$ cat src/rtl/pulse_event_capture.sv
// rtl/pulse_event_capture.sv - rising-edge event capture with timestamps and record FIFO
//
// Watches a vector of filtered pulse levels, stamps each enabled rising edge
// with a free-running cycle counter and queues {channel, timestamp} records
// for a valid/ready consumer. Simultaneous edges are serialised lowest
// channel first. Edges that arrive while their channel still holds an
// unqueued event are counted as drops.
//
// Ports:
//   clk, rst       clock and synchronous active-high reset
//   pulse_in       CH filtered pulse levels
//   ch_enable      CH per-channel capture enable
//   ev_valid       head record available
//   ev_ready       consumer accepts head record
//   ev_channel     channel index of head (last popped record when empty)
//   ev_timestamp   timestamp of head (last popped record when empty)
//   overflow       sticky drop flag
//   drop_cnt       saturating count of dropped events
//   clr_overflow   clears overflow and drop_cnt
module pulse_event_capture #(
  parameter int CH    = 32,
  parameter int TS_W  = 32,
  parameter int DEPTH = 16
) (
  input  logic            clk,
  input  logic            rst,
  input  logic [CH-1:0]   pulse_in,
  input  logic [CH-1:0]   ch_enable,
  output logic            ev_valid,
  input  logic            ev_ready,
  output logic [4:0]      ev_channel,
  output logic [TS_W-1:0] ev_timestamp,
  output logic            overflow,
  output logic [15:0]     drop_cnt,
  input  logic            clr_overflow
);

  localparam int AW = $clog2(DEPTH);
  localparam logic [AW:0] FULL_CNT = (AW+1)'(DEPTH);

  logic [TS_W-1:0] ts_cnt;
  logic [CH-1:0]   prev;
  logic [CH-1:0]   pending;
  logic [TS_W-1:0] ts_hold [CH];

  logic [CH-1:0]   rise;
  logic [CH-1:0]   grant_vec;
  logic [CH-1:0]   drop_vec;
  logic [4:0]      grant_idx;
  logic            grant;
  logic [5:0]      ndrop;
  logic [15:0]     drop_base;
  logic [16:0]     drop_sum;

  logic [TS_W+4:0] mem [DEPTH];
  logic [AW-1:0]   wr_ptr;
  logic [AW-1:0]   rd_ptr;
  logic [AW:0]     count;
  logic            pop;
  logic            can_accept;
  logic [4:0]      last_ch;
  logic [TS_W-1:0] last_ts;
  logic [TS_W+4:0] head;

  assign rise       = pulse_in & ~prev & ch_enable;
  assign ev_valid   = (count != '0);
  assign pop        = ev_valid && ev_ready;
  // A full FIFO still accepts when the head leaves in the same cycle.
  assign can_accept = (count != FULL_CNT) || pop;
  assign grant      = (pending != '0) && can_accept;
  assign grant_vec  = grant ? (CH'(1) << grant_idx) : '0;
  // A channel being granted this cycle frees its slot, so a coincident edge
  // re-arms it instead of being dropped.
  assign drop_vec   = rise & pending & ~grant_vec;
  assign head       = mem[rd_ptr];

  // Fixed-priority pick: scan downwards so the lowest set bit wins.
  always_comb begin
    grant_idx = '0;
    for (int i = CH-1; i >= 0; i--) begin
      if (pending[i]) grant_idx = 5'(i);
    end
  end

  always_comb begin
    ndrop = '0;
    for (int i = 0; i < CH; i++) begin
      ndrop = ndrop + 6'(drop_vec[i]);
    end
    drop_base = clr_overflow ? 16'd0 : drop_cnt;
    drop_sum  = {1'b0, drop_base} + 17'(ndrop);
  end

  always_ff @(posedge clk) begin
    if (rst) begin
      ts_cnt   <= '0;
      prev     <= '0;
      pending  <= '0;
      overflow <= 1'b0;
      drop_cnt <= '0;
      for (int i = 0; i < CH; i++) ts_hold[i] <= '0;
    end else begin
      ts_cnt   <= ts_cnt + TS_W'(1);
      prev     <= pulse_in;
      pending  <= (pending & ~grant_vec) | rise;
      for (int i = 0; i < CH; i++) begin
        if (rise[i] && !drop_vec[i]) ts_hold[i] <= ts_cnt;
      end
      overflow <= (overflow && !clr_overflow) || (drop_vec != '0);
      drop_cnt <= drop_sum[16] ? 16'hFFFF : drop_sum[15:0];
    end
  end

  // Record storage needs no reset: only slots behind wr_ptr are ever read.
  always_ff @(posedge clk) begin
    if (grant) mem[wr_ptr] <= {grant_idx, ts_hold[grant_idx]};
  end

  always_ff @(posedge clk) begin
    if (rst) begin
      wr_ptr  <= '0;
      rd_ptr  <= '0;
      count   <= '0;
      last_ch <= '0;
      last_ts <= '0;
    end else begin
      if (grant) wr_ptr <= wr_ptr + AW'(1);
      if (pop) begin
        rd_ptr  <= rd_ptr + AW'(1);
        last_ch <= head[TS_W+4:TS_W];
        last_ts <= head[TS_W-1:0];
      end
      case ({grant, pop})
        2'b10:   count <= count + (AW+1)'(1);
        2'b01:   count <= count - (AW+1)'(1);
        default: count <= count;
      endcase
    end
  end

  assign ev_channel   = ev_valid ? head[TS_W+4:TS_W] : last_ch;
  assign ev_timestamp = ev_valid ? head[TS_W-1:0]    : last_ts;

endmodule

$ cat config.mk
export PLATFORM = sky130hd
export DESIGN_NAME = pulse_event_capture
export DESIGN_NICKNAME = d
export VERILOG_FILES = /design/src/rtl/pulse_event_capture.sv
export SDC_FILE = /design/constraint.sdc
export NUM_CORES = 2
export LEC_CHECK = 0
export ABC_AREA = 1
export BUFFER_PORTS_ARGS = -buffer_cell sky130_fd_sc_hd__buf_2
export CAP_MARGIN = 20
export CORE_ASPECT_RATIO = 2
export CORE_UTILIZATION = 50
export DETAILED_ROUTE_END_ITERATION = 8
export HOLD_SLACK_MARGIN = 0.12
export PLACE_DENSITY = 0.64
export SYNTH_ARGS = -nofsm -noshare
export SYNTH_HDL_FRONTEND = slang
export SYNTH_SLANG_ARGS = --single-unit
$ cat constraint.sdc
create_clock -name clk -period 10 [get_ports clk]
set_clock_uncertainty 0.1 [all_clocks]
set_input_delay 0.5 -clock clk [delete_from_list [all_inputs] [get_ports clk]]
set_output_delay 0.5 -clock clk [all_outputs]
set_load 0.01 [all_outputs]
=== Word-level counts from Yosys, hierarchy flattened ===
Memories as Yosys holds them, arrays and structs flattened. A register that Yosys moved wholly into a read port is not among the register bits.
Index checks and enable logic that the tools add are counted.

* Register bits after elaboration: 163
* RAM bits: 1616
* Input bits: 68
* Output and inout port bits: 55
* Logic and storage cells: 339
* Memories kept: 2

{| class="wikitable"
|+ Memory list
! name !! depth !! bits a word !! read ports !! clocked after memory_dff !! write ports !! RTL line !! RTL
|-
| ts_hold || 32 || 32 || 1 || 0 || 32 || 44 || <nowiki>logic [TS_W-1:0] ts_hold [CH];</nowiki>
|-
| mem || 16 || 37 || 1 || 1 || 1 || 55 || <nowiki>logic [TS_W+4:0] mem [DEPTH];</nowiki>
|}

* Add/sub/neg operators: 37
* Equality and inequality tests: 3
* Shifts and indexed selects: 1
* Muxes and demuxes: 172
* Bitwise gates (word level): 40
* Reductions and logical operators: 74

{| class="wikitable"
|+ Operator list
! cell !! count
|-
| 32-bit two-way mux || 34
|-
| 5-bit two-way mux || 33
|-
| 32-bit AND || 5
|-
| 6-bit by 1-bit adder with 6-bit output || 26
|-
| 1-bit two-way mux || 100
|-
| 32-bit NOT || 2
|-
| 32-bit nonzero test || 2
|-
| 1-bit logical AND || 35
|-
| 1-bit zero test || 33
|-
| 32-bit by 1-bit adder with 32-bit output (second input constant) || 1
|-
| 16-bit two-way mux || 2
|-
| 1-bit OR || 32
|-
| 32-bit OR || 1
|-
| 1-bit by 5-bit << shifter with 32-bit output (first input constant) || 1
|-
| 16-bit by 6-bit adder with 17-bit output || 1
|-
| 5-bit case mux with 2 select lines || 1
|-
| 4-bit by 1-bit adder with 4-bit output (second input constant) || 2
|-
| 4-bit two-way mux || 2
|-
| 5-bit by 1-bit adder with 6-bit output || 1
|-
| 4-bit by 1-bit adder with 5-bit output || 1
|-
| 5-bit by 1-bit adder with 5-bit output (second input constant) || 1
|-
| 5-bit != test (second input constant) || 1
|-
| 5-bit nonzero test || 1
|-
| 5-bit by 1-bit subtractor with 5-bit output (second input constant) || 1
|-
| other kinds (7) || 8
|}

=== Depth between registers and ports, before layout ===
* Depth after elaboration: 69
* Mapped depth: 61
* Mapped depth without buffers: 61

=== Worst setup path before layout ===
Ideal clock, no wire load.

* Path kind: register -> register
* From: register pending[30]
* To: register drop_cnt[15]
* Library setup time: 0.058 ns
* Arrival: 8.082 ns
* Required time: 9.842 ns
* Setup slack: 1.760 ns
* Stages on the path, launching flop included: 44
* Path buffers: 0
* Period minus slack after synthesis: 8.240 ns
* Cell sequence: dfxtp_1 -> nor2_1 -> inv_1 -> a311oi_1 -> o31ai_1 -> o21ai_0 -> nand2_1 -> nand2_1 -> nand2_1 -> nand2_1 -> nand2_1 -> nand2_1 -> nand2_1 -> nand2_1 -> a31oi_1 -> nand3_1 -> nor2_1 -> nand3_1 -> [... 8 more ...] -> inv_1 -> fa_1 -> fa_1 -> fa_1 -> a21oi_1 -> o21bai_1 -> a21oi_1 -> o21bai_1 -> nand2_1 -> a21oi_1 -> nand3_1 -> nor3_1 -> nand3_1 -> nor3_1 -> inv_1 -> nand2_1 -> o21ai_0 -> inv_1

* Longest elaborated chain between the ends: 68
* Elaborated cells on any way between the ends: 71
* Those cells by class: 32 x add/sub; 1 x shift; 33 x mux; 3 x bitwise; 2 x reduce/logical

{| class="wikitable"
|+ RTL lines
! item !! RTL line !! RTL
|-
| from (decl) || 43 || <nowiki>logic [CH-1:0] pending;</nowiki>
|-
| from (signal assigned) || 105 || <nowiki>pending <= (pending & ~grant_vec) | rise;</nowiki>
|-
| 5-bit two-way mux (*) (31 in a row) || 81 || <nowiki>if (pending[i]) grant_idx = 5'(i);</nowiki>
|-
| via grant_idx[1] || 49 || <nowiki>logic [4:0] grant_idx;</nowiki>
|-
| 1-bit by 5-bit << shifter with 32-bit output (*) || 71 || <nowiki>assign grant_vec = grant ? (CH'(1) << grant_idx) : '0;</nowiki>
|-
| 32-bit two-way mux (*) || 71 ||
|-
| 32-bit NOT (*) || 74 || <nowiki>assign drop_vec = rise & pending & ~grant_vec;</nowiki>
|-
| 32-bit AND (*) || 74 ||
|-
| 1-bit by 1-bit adder with 2-bit output || 88 || <nowiki>ndrop = ndrop + 6'(drop_vec[i]);</nowiki>
|-
| 2-bit by 1-bit adder with 3-bit output || 88 ||
|-
| 3-bit by 1-bit adder with 4-bit output || 88 ||
|-
| 4-bit by 1-bit adder with 5-bit output || 88 ||
|-
| 5-bit by 1-bit adder with 6-bit output || 88 ||
|-
| 6-bit by 1-bit adder with 6-bit output (25 in a row) || 88 ||
|-
| 6-bit by 1-bit adder with 6-bit output (*) || 88 ||
|-
| 16-bit by 6-bit adder with 17-bit output (*) || 91 || <nowiki>drop_sum = {1'b0, drop_base} + 17'(ndrop);</nowiki>
|-
| 16-bit two-way mux (*) || 110 || <nowiki>drop_cnt <= drop_sum[16] ? 16'hFFFF : drop_sum[15:0];</nowiki>
|-
| to (signal assigned) || 110 ||
|-
| to (decl) || 34 || <nowiki>output logic [15:0] drop_cnt,</nowiki>
|}

Mark *: on every way through the listed nets, which the timed path passes. The rest lies on a longest branch.
A chain may end at the register's enable or synchronous reset.

=== Worst setup path after layout ===
* From: register pending[30]
* To: register drop_cnt[15]

* Longest elaborated chain between the ends: 68
* Elaborated cells on any way between the ends: 71
* Those cells by class: 32 x add/sub; 1 x shift; 33 x mux; 3 x bitwise; 2 x reduce/logical

{| class="wikitable"
|+ RTL lines
! item !! RTL line
|-
| 5-bit two-way mux (31 in a row) || 81
|-
| 1-bit by 5-bit << shifter with 32-bit output || 71
|-
| 32-bit two-way mux || 71
|-
| 32-bit NOT || 74
|-
| 32-bit AND (*) || 74
|-
| 1-bit by 1-bit adder with 2-bit output || 88
|-
| 2-bit by 1-bit adder with 3-bit output || 88
|-
| 3-bit by 1-bit adder with 4-bit output || 88
|-
| 4-bit by 1-bit adder with 5-bit output || 88
|-
| 5-bit by 1-bit adder with 6-bit output || 88
|-
| 6-bit by 1-bit adder with 6-bit output (25 in a row) || 88
|-
| 6-bit by 1-bit adder with 6-bit output (*) || 88
|-
| 16-bit by 6-bit adder with 17-bit output (*) || 91
|-
| 16-bit two-way mux (*) || 110
|}

Every way passes the cells marked *; elsewhere a longest branch is shown, timed or not.

==> flow_summary.toml <==
[outcome]
outcome = "completed"

[worst_setup_path]
crit_path_start = "pending[30]"
rr_startpoint = "pending[30]"
critPathKind = "flop to flop"
arrival_ns = 9.92
worst_setup_path_end_kind = "flop"
crit_required_ns = 10.64
cp_max_fo = 8
crit_top_cell = "nand2_1"
critPathSlowestCell = "fa_1"
start_kind = "flop"
slowest_delay_ns = 0.51
reg2reg_to = "drop_cnt[15]"
ff2ff_setup_slack_ns = 0.71
critPathCapture = "drop_cnt[15]"
r2r_cells = 61

[sta]
drv_slew = 0
setup_viol = 0
max_freq_mhz = 108
rsz0062_at_grt = "no"
fin_crit_ns = 9.29
hold_violations = 0
setup_tns_ns = 0
tightestPinTransition_ns = 1.14
period_share = 0.929
slew_headroom = 0.238

[cells_and_area]
final_layout_size_suffix_gt1_frac = 0.0844
regArea_mm2 = 0.0519
nets = 6766
final_area_mm2 = 0.0833
multiInputGateArea_mm2 = 0.0193
fillers = 12119
fin_util = 0.561
area_growth_pct = 11.4
final_common_cell = "edfxtp_1"
layout_common_cells = "edfxtp_1 (1616), nand2_1 (1215), nor2_1 (778)"

[routing]
wl_per_cell_um = 23.8
drtIter0Drc = 4856
wl_mm = 207
drtAntennaViolNets = 0
drc = 0
vias = 50101
routed_via_density = 5.77
first_pass_iters = 6

[die]
die_h_um = 549
start_util = 0.504
coreArea_mm2 = 0.148
rows = 200
dieArea_mm2 = 0.151
die_w_um = 276
io_pins = 123

[clocking]
clk_latency_ns = 0.81
cts.clk_slew.worst_paths_ns = 0.07
numCtsBuffers = 160
clock_sinks = 1783
cts_buffer_depth = 4
cts_tree = "done"
clockRootBuffer = "clkbuf_16"
cts_htree_levels = 4

[logic_synthesis]
synth-xor-area-share = 0.00152
ys.flop_type = "edfxtp_1"
synth_seq_area_share = 0.693
synthArstFlopShare = 0
synth_top_area_share = 0.649
synth.largest_area_cell = "edfxtp_1"
synth_fa_ha_area_frac = 0.0114
yosys_register_bits = 1783
synth.distinct_cells = 42
synth_edf_count = 1616
synth_top_family_by_area = "simple AND/OR/NAND/NOR gates"
muxShareOfSynthArea = 0.0198
syn_nets = 6705
syn_area_mm2 = 0.0748
yosys_warnings = 0
synthTopCellsByArea = "edfxtp_1 (65%), nand2_1 (6.2%), dfxtp_1 (4.5%)"
synth_cells = 6585
synth-compound-area-share = 0.0788
synth-simple-area-share = 0.142
syn_area_per_cell_um2 = 11.4

[place]
place_area_mm2 = 0.0775
io_buffers = 122
finalWeightedCongestion = 0.895
hpwl_mm = 121

[power_and_ir_drop]
power_w = 0.0191
power.density_mw_per_mm2 = 230
vdd_drop_max_mv = 0.148
p_leak_nw = 30.6

[global_routing]
grt_pass1_wl_mm = 304
grt_max_degree = 187
track_usage = 0.272
globalRouteOverflowTotal = 0
antenna_found_initial = 2
grt_pass1_vias = 49606

[run]
drv_cap = 0

[worst_hold_path]
hold_class = "input port to flop"
## how the worst min path moves through the flow
stage / from / to / cells after the start
after detailed placement: ts_cnt[0] / ts_cnt[0] / 1
final: ch_enable[31] / pending[31] / 5
after floorplan: ts_cnt[0] / ts_cnt[0] / 1
after global routing: ch_enable[31] / pending[31] / 5
after CTS: ch_enable[31] / pending[31] / 5
after global placement: ts_cnt[0] / ts_cnt[0] / 1
## final cells by class
class / count / share of cell area
clock buffers: 194 / 0.0504
clock inverters: 84 / 0.0106
flip-flops and latches: 1783 / 0.623
diodes: 1 / 0.0000300
inverters: 588 / 0.0268
multi-input cells: 3788 / 0.232
well taps: 1919 / 0.0288
repair buffers: 325 / 0.0285
## flip-flops by register name (all words and copies together) (netlist names), named ones only
register / flops
ts_hold: 1024
mem: 592
last_ts: 32
pending: 32
prev: 32
ts_cnt: 32
drop_cnt: 16
count: 5
last_ch: 5
rd_ptr: 4
wr_ptr: 4
overflow: 1
## metal layers
metal  global-route usage  share of wire
met1                0.305           0.36
met2                0.508           0.54
met3               0.0263          0.058
met4                0.132          0.049
met5                    0       0.000044
## power by group
part	internal [W]	switching, W
Clock	0.00346	0.00269
Sequential	0.00890	0.000145
Combinational	0.00105	0.00290
Total	0.0134	0.00573
## worst max-delay path, delay by kind of cell (launching register included)
kind	cells	cell delay (ns)
simple gates	39	3.39
fa+ha+maj	8	3.29
compound gates	7	1.22
buf+inv	7	0.84
flops	1	0.39
## timing repair
action / 4_1_cts / 5_1_grt
endpoints found under the setup margin: 0 / 15
endpoints found under the hold margin: 69 / 0
gates resized for setup: 0 / 1
setup buffers: 0 / 0
hold buffers: 65 / 0
## through the flow
step                      cells  setup WS (ns)  hold WS, ns
after floorplan            6585           1.76        0.317
after global placement     8336          0.591        0.326
after detailed placement   8336          0.543        0.343
after CTS                  8679          0.532        0.121
after global routing       8682         0.0256        0.156
final                      8682          0.712        0.145
## synthesized netlist by cell type (all sizes together) (4+ instances only)
master  number
clkinv       9
mux2i      148
a22o       128
nor4         5
dfxtp      167
o21a         4
xor2        11
nand4      146
o21ai      307
nand3      366
inv        579
o211ai     148
clkbuf     271
nor3        19
ha          25
nand2     1235
buf        155
fa          27
edfxtp    1616
a21oi      398
nor2       805
## kinds of logic (layout without fill, tap and decap cells)
family	count (synthesis)	after routing
flops	1783	1783
other cells	0	1
mux	148	148
simple gates	2577	2577
compound gates	998	998
xor+xnor	13	13
fa+ha+maj	52	52
buf+inv	1014	1191
(Power assumes the default switching activity.)
